[config.mk]
export PLATFORM = sky130hd
export DESIGN_NAME = pe_window_feeder
export DESIGN_NICKNAME = d
export VERILOG_FILES = /design/src/rtl/pe_window_feeder.sv
export SDC_FILE = /design/constraint.sdc
export NUM_CORES = 1
export LEC_CHECK = 0
export CORE_ASPECT_RATIO = 0.6
export CORE_MARGIN = 2
export CORE_UTILIZATION = 48
export DETAILED_ROUTE_END_ITERATION = 8
export PLACE_DENSITY = 0.78
export SETUP_SLACK_MARGIN = 0.3
export SLEW_MARGIN = 10
export SYNTH_ARGS = -nofsm -noshare
export SYNTH_HDL_FRONTEND = slang
export SYNTH_SLANG_ARGS = --single-unit
[constraint.sdc]
create_clock -name clk -period 7.1 [get_ports clk]
set_clock_uncertainty 0.05 [all_clocks]
set_input_delay 0.71 -clock clk [delete_from_list [all_inputs] [get_ports clk]]
set_output_delay 0.71 -clock clk [all_outputs]
set_load 0.005 [all_outputs]
[src/rtl/pe_window_feeder.sv]
// pe_window_feeder: two-entry window buffer feeding the PE, with output-pixel tracking, frame-end pulse and starvation stats
module pe_window_feeder #(
  parameter int IN_WIDTH   = 513,
  parameter int IN_HEIGHT  = 257,
  parameter int IN_CHANNEL = 3,
  parameter int KERNEL_0   = 3,
  parameter int KERNEL_1   = 3,
  parameter int DILATION_0 = 2,
  parameter int DILATION_1 = 2,
  parameter int PADDING_0  = 2,
  parameter int PADDING_1  = 2,
  parameter int STRIDE_0   = 1,
  parameter int STRIDE_1   = 1,
  localparam int WIN_W = 8 * IN_CHANNEL * KERNEL_0 * KERNEL_1,
  localparam int OUT_W = (IN_WIDTH + 2 * PADDING_1 - DILATION_1 * (KERNEL_1 - 1) - 1) / STRIDE_1 + 1,
  localparam int OUT_H = (IN_HEIGHT + 2 * PADDING_0 - DILATION_0 * (KERNEL_0 - 1) - 1) / STRIDE_0 + 1,
  localparam int CW = OUT_W > 1 ? $clog2(OUT_W) : 1,
  localparam int RW = OUT_H > 1 ? $clog2(OUT_H) : 1
) (
  input  logic             clk,
  input  logic             rst_n,
  input  logic [WIN_W-1:0] s_data,
  input  logic             s_valid,
  output logic             s_ready,
  output logic [WIN_W-1:0] i_data,
  output logic             i_valid,
  input  logic             pe_ready,
  input  logic             pe_ack,
  output logic [CW-1:0]    win_col,
  output logic [RW-1:0]    win_row,
  output logic             frame_done,
  output logic [31:0]      underrun_cnt,
  output logic             proto_err
);
  logic [1:0] count, count_next;
  logic wr_ptr, rd_ptr, push, pop, last_col, last_row;
  logic [WIN_W-1:0] mem [2];
  always_comb begin
    push = s_valid && s_ready;
    pop = pe_ack && i_valid;
    count_next = count + {1'b0, push} - {1'b0, pop};
    last_col = win_col == CW'(OUT_W - 1);
    last_row = win_row == RW'(OUT_H - 1);
    i_valid = count != 2'd0;
    i_data = mem[rd_ptr];
  end
  // storage is deliberately left unreset; count gates its visibility
  always_ff @(posedge clk)
    if (push) mem[wr_ptr] <= s_data;
  always_ff @(posedge clk or negedge rst_n)
    if (!rst_n) begin
      count <= '0;
      wr_ptr <= 1'b0;
      rd_ptr <= 1'b0;
      s_ready <= 1'b0;
      win_col <= '0;
      win_row <= '0;
      frame_done <= 1'b0;
      underrun_cnt <= '0;
      proto_err <= 1'b0;
    end else begin
      count <= count_next;
      wr_ptr <= wr_ptr ^ push;
      rd_ptr <= rd_ptr ^ pop;
      s_ready <= count_next < 2'd2;
      frame_done <= pop && last_col && last_row;
      proto_err <= proto_err | (pe_ack && !i_valid);
      underrun_cnt <= underrun_cnt + 32'(pe_ready && count == 2'd0 && underrun_cnt != '1);
      if (pop) begin
        win_col <= last_col ? '0 : win_col + 1'b1;
        win_row <= last_col ? (last_row ? '0 : win_row + 1'b1) : win_row;
      end
    end
endmodule

Word level (Yosys, flattened, before mapping)
Memories as Yosys holds them, arrays and structs flattened.
Cells that the tools add are included.
- register bits after elaboration: 58
- bits in writable memories: 432
- output and inout bits: 271
- memories: 1
- $add $sub $neg: 5
- order comparisons: 1
- eq/ne operators: 3
- multiplexer cells: 4
- bitwise logic cells: 3
- reduce and logical (&&, ||, !) cells: 11
- memory list (name ; words ; bits a word ; read ports ; clocked after memory_dff ; wr ports ; line ; RTL):
    mem ; 2 ; 216 ; 1 ; 0 ; 1 ; 37 ; logic [WIN_W-1:0] mem [2];
- operator list (kind ; number):
    $add 32x1->32 ; 1
    $ne 32x32->1 const B ; 1
    $add 10x1->10 const B ; 1
    $eq 10x10->1 const B ; 1
    $mux 10 ; 1
    $add 9x1->9 const B ; 1
    $eq 9x9->1 const B ; 1
    $mux 9 ; 1
    $logic_and 1x1->1 ; 7
    $add 2x1->2 ; 1
    $logic_not 2->1 ; 1
    $lt 2x2->1 const B ; 1
    $mux 1 ; 2
    $reduce_and 2->1 ; 1
    $reduce_bool 2->1 ; 1
    $sub 2x1->2 ; 1
    $xor 1x1->1 ; 2
    $logic_not 1->1 ; 1
    $or 1x1->1 ; 1

Depth between registers and ports, before layout
- depth in word-level cells: 4
- depth in mapped cells: 11
- gate-level depth less buffers: 10

Worst setup path before layout
No wires, ideal clock.
- path type: input -> register
- from: input s_valid
- to: memory mem[1][0] in the netlist's numbering, enable pin
- library setup time: 605 ps
- arrival: 5826 ps
- path slack: 619 ps
- cell stages on the path: 3
- buffers on the path: 0
- cell sequence: nand2_1 > inv_1 > ha_1
- cells in the longest elaborated chain, start to end: 3
- ends and longest elaborated chain (what ; line ; RTL):
    from (decl) ; 23 ; input logic s_valid,
    $logic_and 1x1->1 ; 39 ; push = s_valid && s_ready;
    $mux 1 ; 49 ; if (push) mem[wr_ptr] <= s_data;
    $mux 1 (not written as such) ; 49 ;
    to (decl) ; 37 ;
Every way passes these cells.

Worst setup path after layout
- from: register rd_ptr
- to: output i_data[190]
- cells in the longest elaborated chain, start to end: 1
- ends and longest elaborated chain (what ; line ; RTL):
    from (decl) ; 36 ; logic wr_ptr, rd_ptr, push, pop, last_col, last_row;
    from (signal assigned) ; 64 ; rd_ptr <= rd_ptr ^ pop;
    $mem_v2 2x216 ; n/a ;
    to (decl) ; 25 ; output logic [WIN_W-1:0] i_data,
Every way passes these cells.

==> impl_metrics.yaml <==
setup_path:
  arrival_ns: 2.86
  crit_path_cell_trace: "buf_4 > mux2_2 > clkdlybuf4s50_1"
  start_kind: "flip-flop"
  crit_buf_inv: 2
  worstSetupPathType: "flip-flop to output port"
  endpoint_kind: "output port"
  critPathRequiredTime_ns: 6.34
  rrSetupSlack_ns: 4.33
  worst_path_max_delay_cell: "buf_4"
  crit_family: "buffers and inverters"
  critPathMaxStageDelay_ns: 0.73
  path_max_fanout: 69
route:
  wirelength_mm: 42.79
  firstDrtPassIters: 5
  viasPerCell: 5.133
  drt_iter0_drc: 679
  vias: 10220
  wl_per_cell_um: 21.49
  route.detailed.drc: 0
  ant_nets: 0
global_routing:
  antenna_found_initial: 4
  grt_overflow: 0
  grt_max_degree: 147
  grt_usage: 0.2103
  grt_pass1_wl_mm: 63.67
  grt_pass1_vias: 10480
sta:
  max_slew.worst_pin.slew_ns: 1.200
  rsz0062_at_grt: "false"
  fin_crit_sh: 0.5099
  fin_tns_setup_ns: 0
  hold_viol: 0
  maxSlewHeadroom: 0.2001
  fmax_mhz: 276.2
  min_period_ns: 3.620
  slew_viol_final: 0
  setup_viol: 0
cts:
  clkLatencyLatePin_ns: 0.53
  cts_resized: 0
  cts_made_buffers: 44
  ctsHoldBuffers: 0
  root_buffer: "clkbuf_16"
  htree_levels: 2
  tritoncts: "yes"
  clk_path_buf_depth: 3
  cts_num_sinks: 490
  clkTransAtPathRegs_ns: 0.06
  post_cts.repair.setup_buffers: 0
synth:
  seq_area_frac_synth: 0.7903
  synth_cells: 924
  synth_cell_type_count: 36
  synth_warnings: 0
  syn_area_sq_um: 18250
  syn_avg_cell_area_sq_um: 19.75
  ys_ff_latch: 490
  synth_fp_nets: 1155
run_status:
  status: "complete, no violations"
place:
  globalplace.congestion: 0.8377
  dp_hpwl_mm: 28.42
  io_buffers: 491
floorplanning:
  fp.dieH_um: 155.0
  start_util: 0.4857
  coreArea_sq_um: 37570
  ios: 492
  die_x_um: 255.7
  die_area_sq_um: 39650
  rows: 55
power:
  finalPower_mw: 8.943
  pwr_density_cell_nw_per_um2: 355.5
  leakage_nw: 8.640
  peakVddDrop_uv: 267.1
final_layout:
  fin_util: 0.6695
  final_nets: 1673
  drive_above_1_share: 0.2005
  area_growth_pct: 37.82
hold_path:
  hold_class: "input port to asynchronous set/reset pin"
run:
  cap_violations: 0
-- cells in the final DEF (no fill, tap or decap), types with 7 or more instances in the layout --
| cell | netlist | routed |
|---|---|---|
| clkinv_2 | 0 | 7 |
| mux2_2 | 216 | 216 |
| nand4_1 | 20 | 20 |
| nand3_1 | 24 | 24 |
| edfxtp_1 | 432 | 432 |
| clkdlybuf4s50_1 | 0 | 490 |
| clkinv_1 | 0 | 12 |
| dfrtp_1 | 58 | 57 |
| nor2_1 | 13 | 13 |
| inv_1 | 15 | 15 |
| xor2_1 | 8 | 8 |
| o21ai_0 | 7 | 7 |
| clkbuf_16 | 0 | 44 |
| clkbuf_1 | 1 | 10 |
| ha_1 | 10 | 8 |
| and3_1 | 9 | 9 |
| xnor2_1 | 36 | 36 |
| nand2_1 | 18 | 18 |
-- final cells by class --
type                            count  area [sq um]
Antenna cell                        2         5.005
Timing Repair Buffer              499          5007
Inverter                           16         60.06
Fill cell                        2557         12420
Clock inverter                     26         211.5
Tap cell                          513         641.9
Sequential cell                   490         14430
Multi-Input combinational cell    391          3662
Clock buffer                       54          1139
-- report_power, final --
part	switching, mW	internal, mW
combinational	1.16	1.61
clock	1.02	1.25
sequential	0.171	3.73
-- layer usage --
layer	wire [um]	part of all wire	track usage	vias up
met3	3508	0.082	0.06777	68
li1	-	-	-	4650
met4	980	0.023	0.05792	2
met1	16680	0.39	0.2626	5150
met5	11	0.00026	0	-
met2	21600	0.50	0.3564	349
-- cells in the mapped netlist --
library cell | instances | area [sq um]
or3_1 | 1 | 6.260
inv_1 | 15 | 56.30
nor3_1 | 5 | 25.02
nand2_1 | 18 | 67.56
o31ai_1 | 2 | 15.01
buf_2 | 17 | 85.08
dfrtp_1 | 58 | 1451
buf_1 | 8 | 30.03
inv_2 | 1 | 3.750
and3_1 | 9 | 56.30
nor4_1 | 2 | 12.51
nor4_2 | 1 | 12.51
clkbuf_1 | 1 | 3.750
a21oi_1 | 2 | 10.01
o21ai_0 | 7 | 35.03
nand3_2 | 1 | 10.01
xor2_1 | 8 | 70.07
xnor2_1 | 36 | 315.3
a41o_1 | 1 | 10.01
nor3_2 | 2 | 20.02
nor2_1 | 13 | 48.80
nand4_1 | 20 | 125.1
o21ai_2 | 1 | 8.760
nor2_2 | 1 | 6.260
buf_6 | 1 | 11.26
or2_2 | 1 | 6.260
and2_1 | 1 | 6.260
ha_1 | 10 | 125.1
nand3_1 | 24 | 120.1
edfxtp_1 | 432 | 12970
a21o_1 | 1 | 7.510
nor4_4 | 1 | 21.27
and4_1 | 5 | 43.79
nand2_4 | 1 | 11.26
nor4b_1 | 1 | 8.760
mux2_2 | 216 | 2432
-- logic make-up after synthesis --
family          count (synthesis)  share of synthesized area
flops                         490                     0.7903
simple gates                  107                    0.03332
buf+inv                        43                    0.01042
compound gates                 14                   0.004730
fa+ha+maj                      10                   0.006855
mux                           216                     0.1333
xor+xnor                       44                    0.02111
-- worst paths after layout --
path | start | cells after the start | endpoint
max in group asynchronous | rst_n | 2 | rd_ptr
worst max-delay path | rd_ptr | 3 | i_data[190]
worst min-delay path | rst_n | 2 | win_row[0]
min in group clk | proto_err | 1 | proto_err
worst max register to register | s_ready | 4 | mem[1][55]
worst min register to register | proto_err | 1 | proto_err
-- registers in the layout, indices dropped and copies added, names as in the netlist, 2 cells and up --
signal / cells
count: 2
mem: 432
win_col: 10
win_row: 9
underrun_cnt: 32
-- through the flow --
step                      area [sq um]  std cells  worst slack [ns]  hold WS (ns)
after floorplan                  18250        924            0.6189        0.3644
after global placement           23800       1909             3.552        0.3909
after detailed placement         23800       1909             3.542        0.4080
after CTS                        25150       1989             3.452        0.2745
after global routing             25150       1990             3.327        0.3192
final                            25150       1991             3.480        0.2675
No activity file was read; power rests on OpenSTA's default activity.
